$ cat src/rtl/uart_baud_gen_frac_if.sv
// Divisor-programming and tick bundle between the UART rx/tx engines and the fractional baud generator.
// BAUD_RESYNC_EN adds the resync strobe used for start-bit phase alignment.
interface uart_baud_gen_frac_if #(
   parameter int unsigned DIV_WIDTH = 16,
   parameter int unsigned FRAC_BITS = 4
);
   logic                 enable;
   logic [DIV_WIDTH-1:0] div_int;
   logic [FRAC_BITS-1:0] div_frac;
   logic                 div_load;
   logic                 rxclk_en;
   logic                 txclk_en;
`ifdef BAUD_RESYNC_EN
   logic                 resync;

   modport master (output enable, div_int, div_frac, div_load, resync,
                   input  rxclk_en, txclk_en);
   modport slave  (input  enable, div_int, div_frac, div_load, resync,
                   output rxclk_en, txclk_en);
`else
   modport master (output enable, div_int, div_frac, div_load,
                   input  rxclk_en, txclk_en);
   modport slave  (input  enable, div_int, div_frac, div_load,
                   output rxclk_en, txclk_en);
`endif
endinterface

$ cat src/rtl/uart_baud_gen_frac.sv
// Fractional-divider UART baud generator: rx oversample tick plus phase-locked tx bit tick.
// Optional macro BAUD_RESYNC_EN adds a resync strobe that restarts the tick grid.
module uart_baud_gen_frac #(
   parameter int unsigned CLK_HZ       = 50000000,
   parameter int unsigned DEFAULT_BAUD = 115200,
   parameter int unsigned OVERSAMPLE   = 16,
   parameter int unsigned DIV_WIDTH    = 16,
   parameter int unsigned FRAC_BITS    = 4
) (
   input logic                 clk_50m,
   input logic                 rst,
   uart_baud_gen_frac_if.slave bus
);
   localparam int unsigned    OS_W     = (OVERSAMPLE > 1) ? $clog2(OVERSAMPLE) : 1;
   localparam longint unsigned TICK_HZ = 64'(DEFAULT_BAUD) * 64'(OVERSAMPLE);
   localparam longint unsigned DEF_I64 = 64'(CLK_HZ) / TICK_HZ;
   localparam longint unsigned DEF_F64 = (64'(CLK_HZ) << FRAC_BITS) / TICK_HZ;
   localparam logic [DIV_WIDTH-1:0] DEF_INT  = DIV_WIDTH'(DEF_I64);
   localparam logic [FRAC_BITS-1:0] DEF_FRAC = FRAC_BITS'(DEF_F64);
   localparam logic [DIV_WIDTH-1:0] INT_MIN  = DIV_WIDTH'(2);
   localparam logic [OS_W-1:0]      OS_LAST  = OS_W'(OVERSAMPLE - 1);

   logic [DIV_WIDTH-1:0] act_int_q,  act_int_d;
   logic [FRAC_BITS-1:0] act_frac_q, act_frac_d;
   logic [DIV_WIDTH-1:0] sh_int_q,   sh_int_d;
   logic [FRAC_BITS-1:0] sh_frac_q,  sh_frac_d;
   logic                 pend_q,     pend_d;
   logic [DIV_WIDTH-1:0] cnt_q,      cnt_d;
   logic [FRAC_BITS-1:0] facc_q,     facc_d;
   logic [OS_W-1:0]      os_cnt_q,   os_cnt_d;

   logic                 rx_tick;
   logic                 tick_upd;
   logic                 resync_c;
   logic [DIV_WIDTH-1:0] sel_int;
   logic [FRAC_BITS-1:0] sel_frac;
   logic [DIV_WIDTH-1:0] int_eff;
   logic [FRAC_BITS:0]   fsum;
   logic [DIV_WIDTH:0]   period;
   logic [DIV_WIDTH:0]   period_m1;

`ifdef BAUD_RESYNC_EN
   assign resync_c = bus.resync;
`else
   assign resync_c = 1'b0;
`endif

   // Tick is a pure decode of the counter so it lands with no added latency.
   assign rx_tick      = bus.enable & ~rst & (cnt_q == '0);
   assign bus.rxclk_en = rx_tick;
   assign bus.txclk_en = rx_tick & (os_cnt_q == '0);

   // Next-period computation and divisor handoff.
   always_comb begin
      act_int_d  = act_int_q;
      act_frac_d = act_frac_q;
      sh_int_d   = sh_int_q;
      sh_frac_d  = sh_frac_q;
      pend_d     = pend_q;
      cnt_d      = cnt_q;
      facc_d     = facc_q;
      os_cnt_d   = os_cnt_q;

      tick_upd = rx_tick & ~resync_c;

      if (bus.div_load) begin
         sel_int  = bus.div_int;
         sel_frac = bus.div_frac;
      end else if (pend_q) begin
         sel_int  = sh_int_q;
         sel_frac = sh_frac_q;
      end else begin
         sel_int  = act_int_q;
         sel_frac = act_frac_q;
      end

      // Clamp keeps every period at least two cycles, so ticks never abut.
      int_eff   = (sel_int < INT_MIN) ? INT_MIN : sel_int;
      fsum      = {1'b0, facc_q} + {1'b0, sel_frac};
      period    = {1'b0, int_eff} + (DIV_WIDTH + 1)'(fsum[FRAC_BITS]);
      period_m1 = period - (DIV_WIDTH + 1)'(1);

      if (resync_c) begin
         cnt_d    = '0;
         facc_d   = '0;
         os_cnt_d = '0;
      end else if (tick_upd) begin
         cnt_d      = DIV_WIDTH'(period_m1);
         facc_d     = fsum[FRAC_BITS-1:0];
         act_int_d  = sel_int;
         act_frac_d = sel_frac;
         pend_d     = 1'b0;
         os_cnt_d   = (os_cnt_q == OS_LAST) ? '0 : os_cnt_q + OS_W'(1);
      end else if (bus.enable && (cnt_q != '0)) begin
         cnt_d = cnt_q - DIV_WIDTH'(1);
      end

      // Loads away from a tick wait in the shadow; the running period is untouched.
      if (bus.div_load && !tick_upd) begin
         sh_int_d  = bus.div_int;
         sh_frac_d = bus.div_frac;
         pend_d    = 1'b1;
      end
   end

   always_ff @(posedge clk_50m) begin
      if (rst) begin
         act_int_q  <= DEF_INT;
         act_frac_q <= DEF_FRAC;
         sh_int_q   <= DEF_INT;
         sh_frac_q  <= DEF_FRAC;
         pend_q     <= 1'b0;
         cnt_q      <= '0;
         facc_q     <= '0;
         os_cnt_q   <= '0;
      end else begin
         act_int_q  <= act_int_d;
         act_frac_q <= act_frac_d;
         sh_int_q   <= sh_int_d;
         sh_frac_q  <= sh_frac_d;
         pend_q     <= pend_d;
         cnt_q      <= cnt_d;
         facc_q     <= facc_d;
         os_cnt_q   <= os_cnt_d;
      end
   end
endmodule

$ cat src/flat_wrapper.sv
// flat-port wrapper written by rule: the top's interface ports become plain ports
module uart_baud_gen_frac_flat 
#(
   parameter int unsigned CLK_HZ       = 50000000,
   parameter int unsigned DEFAULT_BAUD = 115200,
   parameter int unsigned OVERSAMPLE   = 16,
   parameter int unsigned DIV_WIDTH    = 16,
   parameter int unsigned FRAC_BITS    = 4
)
  (clk_50m, rst, bus_enable, bus_div_int, bus_div_frac, bus_div_load, bus_rxclk_en, bus_txclk_en);
  uart_baud_gen_frac_if #(.DIV_WIDTH(DIV_WIDTH), .FRAC_BITS(FRAC_BITS)) bus_i ();
  input logic clk_50m;
  input logic rst;
  input wire logic [$bits(bus_i.enable)-1:0] bus_enable;
  input wire logic [$bits(bus_i.div_int)-1:0] bus_div_int;
  input wire logic [$bits(bus_i.div_frac)-1:0] bus_div_frac;
  input wire logic [$bits(bus_i.div_load)-1:0] bus_div_load;
  output wire logic [$bits(bus_i.rxclk_en)-1:0] bus_rxclk_en;
  output wire logic [$bits(bus_i.txclk_en)-1:0] bus_txclk_en;
  assign bus_i.enable = bus_enable;
  assign bus_i.div_int = bus_div_int;
  assign bus_i.div_frac = bus_div_frac;
  assign bus_i.div_load = bus_div_load;
  assign bus_rxclk_en = bus_i.rxclk_en;
  assign bus_txclk_en = bus_i.txclk_en;
  uart_baud_gen_frac #(.CLK_HZ(CLK_HZ), .DEFAULT_BAUD(DEFAULT_BAUD), .OVERSAMPLE(OVERSAMPLE), .DIV_WIDTH(DIV_WIDTH), .FRAC_BITS(FRAC_BITS)) u_core (.clk_50m(clk_50m), .rst(rst), .bus(bus_i));
endmodule
$ cat config.mk
export PLATFORM = sky130hd
export DESIGN_NAME = uart_baud_gen_frac_flat
export DESIGN_NICKNAME = d
export VERILOG_FILES = /design/src/rtl/uart_baud_gen_frac_if.sv /design/src/rtl/uart_baud_gen_frac.sv /design/src/flat_wrapper.sv
export SDC_FILE = /design/constraint.sdc
export NUM_CORES = 1
export LEC_CHECK = 0
export BUFFER_PORTS_ARGS = -buffer_cell sky130_fd_sc_hd__buf_2
export CELL_PAD_IN_SITES_DETAIL_PLACEMENT = 0
export CELL_PAD_IN_SITES_GLOBAL_PLACEMENT = 1
export CORE_MARGIN = 1
export CORE_UTILIZATION = 45
export CTS_BUF_LIST = sky130_fd_sc_hd__clkbuf_8
export CTS_CLUSTER_DIAMETER = 60
export CTS_CLUSTER_SIZE = 24
export DETAILED_ROUTE_END_ITERATION = 16
export PLACE_DENSITY_LB_ADDON = 0.25
export SLEW_MARGIN = 20
export SYNTH_ARGS = -nofsm -noshare
export SYNTH_HDL_FRONTEND = slang
export SYNTH_SLANG_ARGS = --single-unit
export TNS_END_PERCENT = 20
$ cat constraint.sdc
create_clock -name clk_50m -period 4.6 [get_ports clk_50m]
set_input_delay 0.46 -clock clk_50m [delete_from_list [all_inputs] [get_ports clk_50m]]
set_output_delay 0.46 -clock clk_50m [all_outputs]
set_load 0.01 [all_outputs]
# [After elaboration in Yosys (flattened, before gate mapping)]
# Cells that the tools add are included.
[classes] n_reduce_logical=8 n_bitwise=4 magnitude_cmp=1 n_addsub=5 mux=10 n_eq_ne=1
[ops] op="two-way mux 16 bit" n=5
[ops] op="subtractor 16 x 1 -> 16 bit, second input constant" n=2
[ops] op="adder 16 x 1 -> 16 bit" n=1
[ops] op="zero test 16 bit" n=1
[ops] op="less-than comparator 16 x 2 -> 1 bit, second input constant" n=1
[ops] op="nonzero test 16 bit" n=1
[ops] op="two-way mux 4 bit" n=3
[ops] op="adder 4 x 4 -> 5 bit" n=1
[ops] op="adder 4 x 1 -> 4 bit, second input constant" n=1
[ops] op="== test 4 bit, second input constant" n=1
[ops] op="zero test 4 bit" n=1
[ops] op="nonzero test 2 bit" n=2
[ops] op="bitwise AND 1 bit" n=3
[ops] op="logical AND 1 bit" n=2
[ops] op="two-way mux 1 bit" n=2
[ops] op="zero test 1 bit" n=1
[ops] op="NOT 1 bit" n=1
[totals] ff_bits=65 wordCells=37

# [Longest topological paths before layout]
[depth] depth_word=7 depth_mapped=18 mapped_depth_nobuf=15

# [Worst setup path before layout]
# Ideal clock, no wire load.
[synth_path] path_kind="input -> register" from="input bus_div_load" to="register u_core.cnt_q[8]" t_required_ns=4.470 cell_stages=14 setup_ns=0.130 n_path_buf=2 arrival_ns=3.456 path_slack_ns=1.013 path_cell_list="buf_2 -> buf_6 -> nand2_1 -> o21ai_0 -> or4_1 -> or4b_4 -> nand2_1 -> ha_1 -> ha_1 -> o211ai_1 -> or4_1 -> nor3_1 -> xnor2_1 -> o22ai_1"
[synth_between] elab_chain_len=6 word_cells_on_any_way=8
[synth_rtl] element="from (decl)" line="flat_wrapper.sv:17" rtl="input wire logic [$bits(bus_i.div_load)-1:0] bus_div_load;"
[synth_rtl] element="two-way mux 16 bit" line="uart_baud_gen_frac.sv:66" rtl="if (bus.div_load) begin"
[synth_rtl] element="less-than comparator 16 x 2 -> 1 bit" line="uart_baud_gen_frac.sv:78" rtl="int_eff = (sel_int < INT_MIN) ? INT_MIN : sel_int;"
[synth_rtl] element="two-way mux 16 bit" line="uart_baud_gen_frac.sv:78"
[synth_rtl] element="adder 16 x 1 -> 16 bit *" line="uart_baud_gen_frac.sv:80" rtl="period = {1'b0, int_eff} + (DIV_WIDTH + 1)'(fsum[FRAC_BITS]);"
[synth_rtl] element="subtractor 16 x 1 -> 16 bit *" line="uart_baud_gen_frac.sv:81" rtl="period_m1 = period - (DIV_WIDTH + 1)'(1);"
[synth_rtl] element="two-way mux 16 bit *" line="uart_baud_gen_frac.sv:87" rtl="end else if (tick_upd) begin"
[synth_rtl] element="to (signal assigned)" line="uart_baud_gen_frac.sv:122" rtl="cnt_q <= cnt_d;"
[synth_rtl] element="to (decl)" line="uart_baud_gen_frac.sv:28" rtl="logic [DIV_WIDTH-1:0] cnt_q, cnt_d;"
# Every way passes the cells marked *; elsewhere a longest branch is shown, timed or not.
# A chain may end at the register's enable or synchronous reset.

# [Final worst setup path]
[layout_path] from="register u_core.pend_q" to="register u_core.cnt_q[8]"
[layout_between] elab_chain_len=7 word_cells_on_any_way=10
[layout_rtl] element="from (decl)" line="uart_baud_gen_frac.sv:27" rtl="logic pend_q, pend_d;"
[layout_rtl] element="from (signal assigned)" line="uart_baud_gen_frac.sv:121" rtl="pend_q <= pend_d;"
[layout_rtl] element="two-way mux 16 bit" line="uart_baud_gen_frac.sv:69" rtl="end else if (pend_q) begin"
[layout_rtl] element="two-way mux 16 bit" line="uart_baud_gen_frac.sv:66"
[layout_rtl] element="less-than comparator 16 x 2 -> 1 bit" line="uart_baud_gen_frac.sv:78"
[layout_rtl] element="two-way mux 16 bit" line="uart_baud_gen_frac.sv:78"
[layout_rtl] element="adder 16 x 1 -> 16 bit *" line="uart_baud_gen_frac.sv:80"
[layout_rtl] element="subtractor 16 x 1 -> 16 bit *" line="uart_baud_gen_frac.sv:81"
[layout_rtl] element="two-way mux 16 bit *" line="uart_baud_gen_frac.sv:87"
# Marked as above.

==> impl_metrics.json <==
{
  "synth_top_area_cell": "dfxtp_1",
  "p_leak_nw": 1.648,
  "fillers": 812,
  "cts_tree": "yes",
  "outcome": "finished clean",
  "tightest_slew_ns": 0.8522,
  "worstSetupEndpointType": "flip-flop",
  "worstPathArrival_ns": 4.08,
  "p_switching_uw": 853.0,
  "yosysSeqAreaShare_pct": 35.18,
  "fin_cells": 596,
  "ant_nets": 0,
  "combPwrFrac_pct": 40.3,
  "crit_path_max_fanout": 14,
  "fmax_ghz": 0.2577,
  "r2r_setup_slack_ns": 0.72,
  "fin_nets": 523,
  "io_buffers": 25,
  "dp_hpwl_um": 6367,
  "p_clk_share_pct": 23.5,
  "syn_inst": 468,
  "slew_viol_final": 0,
  "powerDensity_nw_per_um2": 521.0,
  "min_period_ns": 3.880,
  "start_kind": "flip-flop",
  "syn_area_per_cell_um2": 7.903,
  "chipHeight_um": 92.66,
  "min_period_over_period_pct": 84.35,
  "pwr-share-seq_pct": 36.2,
  "cts_hold_buf": 0,
  "yosys_warnings": 0,
  "path_clk_slew_ns": 0.08,
  "cts_num_sinks": 65,
  "drt-total-wl_um": 9130,
  "n_antenna_cell": 0,
  "post_cts_resized": 0,
  "hp-class": "in2reg",
  "finalWorstSetupSlack_ns": 0.7197,
  "synth_top_area_share_pct": 35.18,
  "grt_pass1_wl_um": 15370,
  "grt_max_degree": 57,
  "final_hold_viol_count": 0,
  "clk_latency_ns": 0.35,
  "rsz0062_at_grt": "no",
  "worstSetupPathType": "reg2reg",
  "peakVddDrop_v": 0.0002581,
  "cp_data_required_time_ns": 4.80,
  "vias_per_cell": 5.574,
  "ys.flop_type": "dfxtp_1",
  "wl_per_cell_um": 15.32,
  "area_delta_synth_final_pct": 11.23,
  "r2r-start": "u_core.pend_q$_SDFFE_PP0P_",
  "synth.most_common_cell": "nand2_1",
  "dp_slack_ns": 0.4196,
  "synth_area_um2": 3699,
  "antenna_found_initial": 0,
  "syn_nets": 502,
  "hold_depth": 3,
  "route.detailed.drc": 0,
  "finalClockSkew_ns": 0.01539,
  "grt_use_total_pct": 22.95,
  "synth_common_cells": "79 x nand2_1, 65 x dfxtp_1, 44 x nor2_1",
  "fp.dieArea_um2": 8586,
  "hold_start": "bus_div_int[0]",
  "numCtsBuffers": 9,
  "setup_viol": 0,
  "cap_violations": 0,
  "grt_overflow": 0,
  "reg2reg_depth": 13,
  "min_to": "u_core.sh_int_q[0]$_SDFFE_PP1P_",
  "htree_num_levels": 3,
  "max_slew_margin_pct": 42.98,
  "vias": 3322,
  "core_area_um2": 7848,
  "place.gp.congestion": 0.8682,
  "r2r_end": "u_core.cnt_q[8]$_SDFFE_PP0P_",
  "placementRows": 32,
  "swShare_pct": 39.79,
  "ys_types": 54,
  "clockBufferDepth": 2,
  "die_width_um": 92.66,
  "cts_root_buffer": "clkbuf_8",
  "drive_gt1_share_pct": 12.55,
  "first_iter_violations": 158,
  "power.internal_mw": 1.290,
  "final.setup.tns_ns": 0,
  "synth_edf_count": 0,
  "yosys-top-cells-area": "dfxtp_1 35%, mux2i_1 12%, nand2_1 8.0%, a21oi_1 5.3%, nor2_1 4.5%",
  "dp.cells": 580,
  "synth_seq_cells": 65,
  "synth_async_sr_flop_share_pct": 0,
  "initial_utilization_pct": 47.13,
  "ioPinCount": 26,
  "grt_pass1_vias": 3158,
  "p_total_mw": 2.143,
  "cts_setup_buffers": 0,
  "drt_first_pass_iters": 5
}
[stage by stage]
| step | hold slack (ns) | util (%) | area [µm²] |
|---|---|---|---|
| after detailed placement | 0.4460 | 49.81 | 3909 |
| final | 0.3518 | 52.42 | 4114 |
| after CTS | 0.3421 | 52.42 | 4114 |
| after global placement | 0.4416 | 49.81 | 3909 |
| after global routing | 0.3478 | 52.42 | 4114 |
| after floorplan | 0.4356 | - | 3699 |
[kinds of logic (layout without fill, tap and decap cells)]
family | Yosys count | after routing | share of synthesized area (%)
AND/OR/NAND/NOR | 191 | 191 | 24.56
AO/OA/AOI/OAI | 111 | 111 | 18.10
flip-flops | 65 | 65 | 35.18
multiplexers | 44 | 44 | 11.94
buffers and inverters | 40 | 66 | 4.973
adder cells (fa/ha/maj) | 10 | 10 | 3.586
XOR/XNOR | 7 | 7 | 1.658
[state kept, by name, indices dropped and copies added (netlist names)]
register and cells:
u_core.sh_frac_q 4, u_core.act_frac_q 4, u_core.pend_q 1, u_core.os_cnt_q 4, u_core.act_int_q 16, u_core.facc_q 4, u_core.cnt_q 16, u_core.sh_int_q 16
[cell type report]
cell class | count | area [µm²] | share of cell area (%)
multi-input combinational | 363 | 2216 | 53.86
inverter | 13 | 48.80 | 1.186
clock buffer | 10 | 137.6 | 3.345
clock inverter | 6 | 67.56 | 1.642
tap | 102 | 127.6 | 3.102
timing repair buffer | 37 | 215.2 | 5.231
sequential | 65 | 1301 | 31.63
[cells in the final DEF, fill, tap and decap left out, drive strengths merged, types with 3 or more instances in the layout]
master  instances
buf            37
a211oi          4
ha              9
nand3          11
a311o           3
o21ai          37
nor4            8
o22ai           3
mux2i          43
inv            15
or4             9
nor2           44
dfxtp          65
nor3           13
xnor2           6
or2             4
a21oi          39
o211ai          5
clkbuf         10
or3             4
and3            3
nor2b           3
o21a            6
nand2          79
[worst max-delay path by stage]
stage	startpoint	endpoint	slack [ns]	cells after the start
final	u_core.pend_q$_SDFFE_PP0P_	u_core.cnt_q[8]$_SDFFE_PP0P_	0.72	13
after global routing	u_core.pend_q$_SDFFE_PP0P_	u_core.cnt_q[8]$_SDFFE_PP0P_	0.45	13
after CTS	u_core.pend_q$_SDFFE_PP0P_	u_core.cnt_q[8]$_SDFFE_PP0P_	0.74	13
after detailed placement	bus_div_load	u_core.cnt_q[8]$_SDFFE_PP0P_	0.42	14
after global placement	bus_div_load	u_core.cnt_q[8]$_SDFFE_PP0P_	0.52	14
after floorplan	bus_div_load	u_core.cnt_q[8]$_SDFFE_PP0P_	1.01	14
[power groups by stage]
stage | registers [mW] | clock network (mW) | logic [mW]
3_3_place_gp | 0.783 | 0 | 0.854
6_report | 0.776 | 0.505 | 0.863
3_5_place_dp | 0.786 | 0 | 0.863
5_1_grt | 0.794 | 0.539 | 0.981
2_1_floorplan | 0.762 | 0 | 0.677
4_1_cts | 0.774 | 0.518 | 0.868
[critical path, stage by stage, from the launching register on]
cell and delay, ns:
dfxtp_1 0.33, buf_4 0.27, mux2i_1 0.25, o21ai_2 0.13, or4_4 0.59, or4b_4 0.59, nand2_1 0.08, ha_1 0.16
ha_1 0.17, o211ai_1 0.19, or4_1 0.51, nor3_1 0.21, xnor2_1 0.15, o22ai_1 0.09
[metal layers]
| layer | part of all wire [%] | track usage (%) |
|---|---|---|
| met4 | 0.90 | 7.821 |
| met5 | 0 | 0 |
| met2 | 47 | 37.72 |
| met3 | 3.5 | 4.844 |
| met1 | 49 | 29.80 |
No activity file was read; power rests on OpenSTA's default activity.
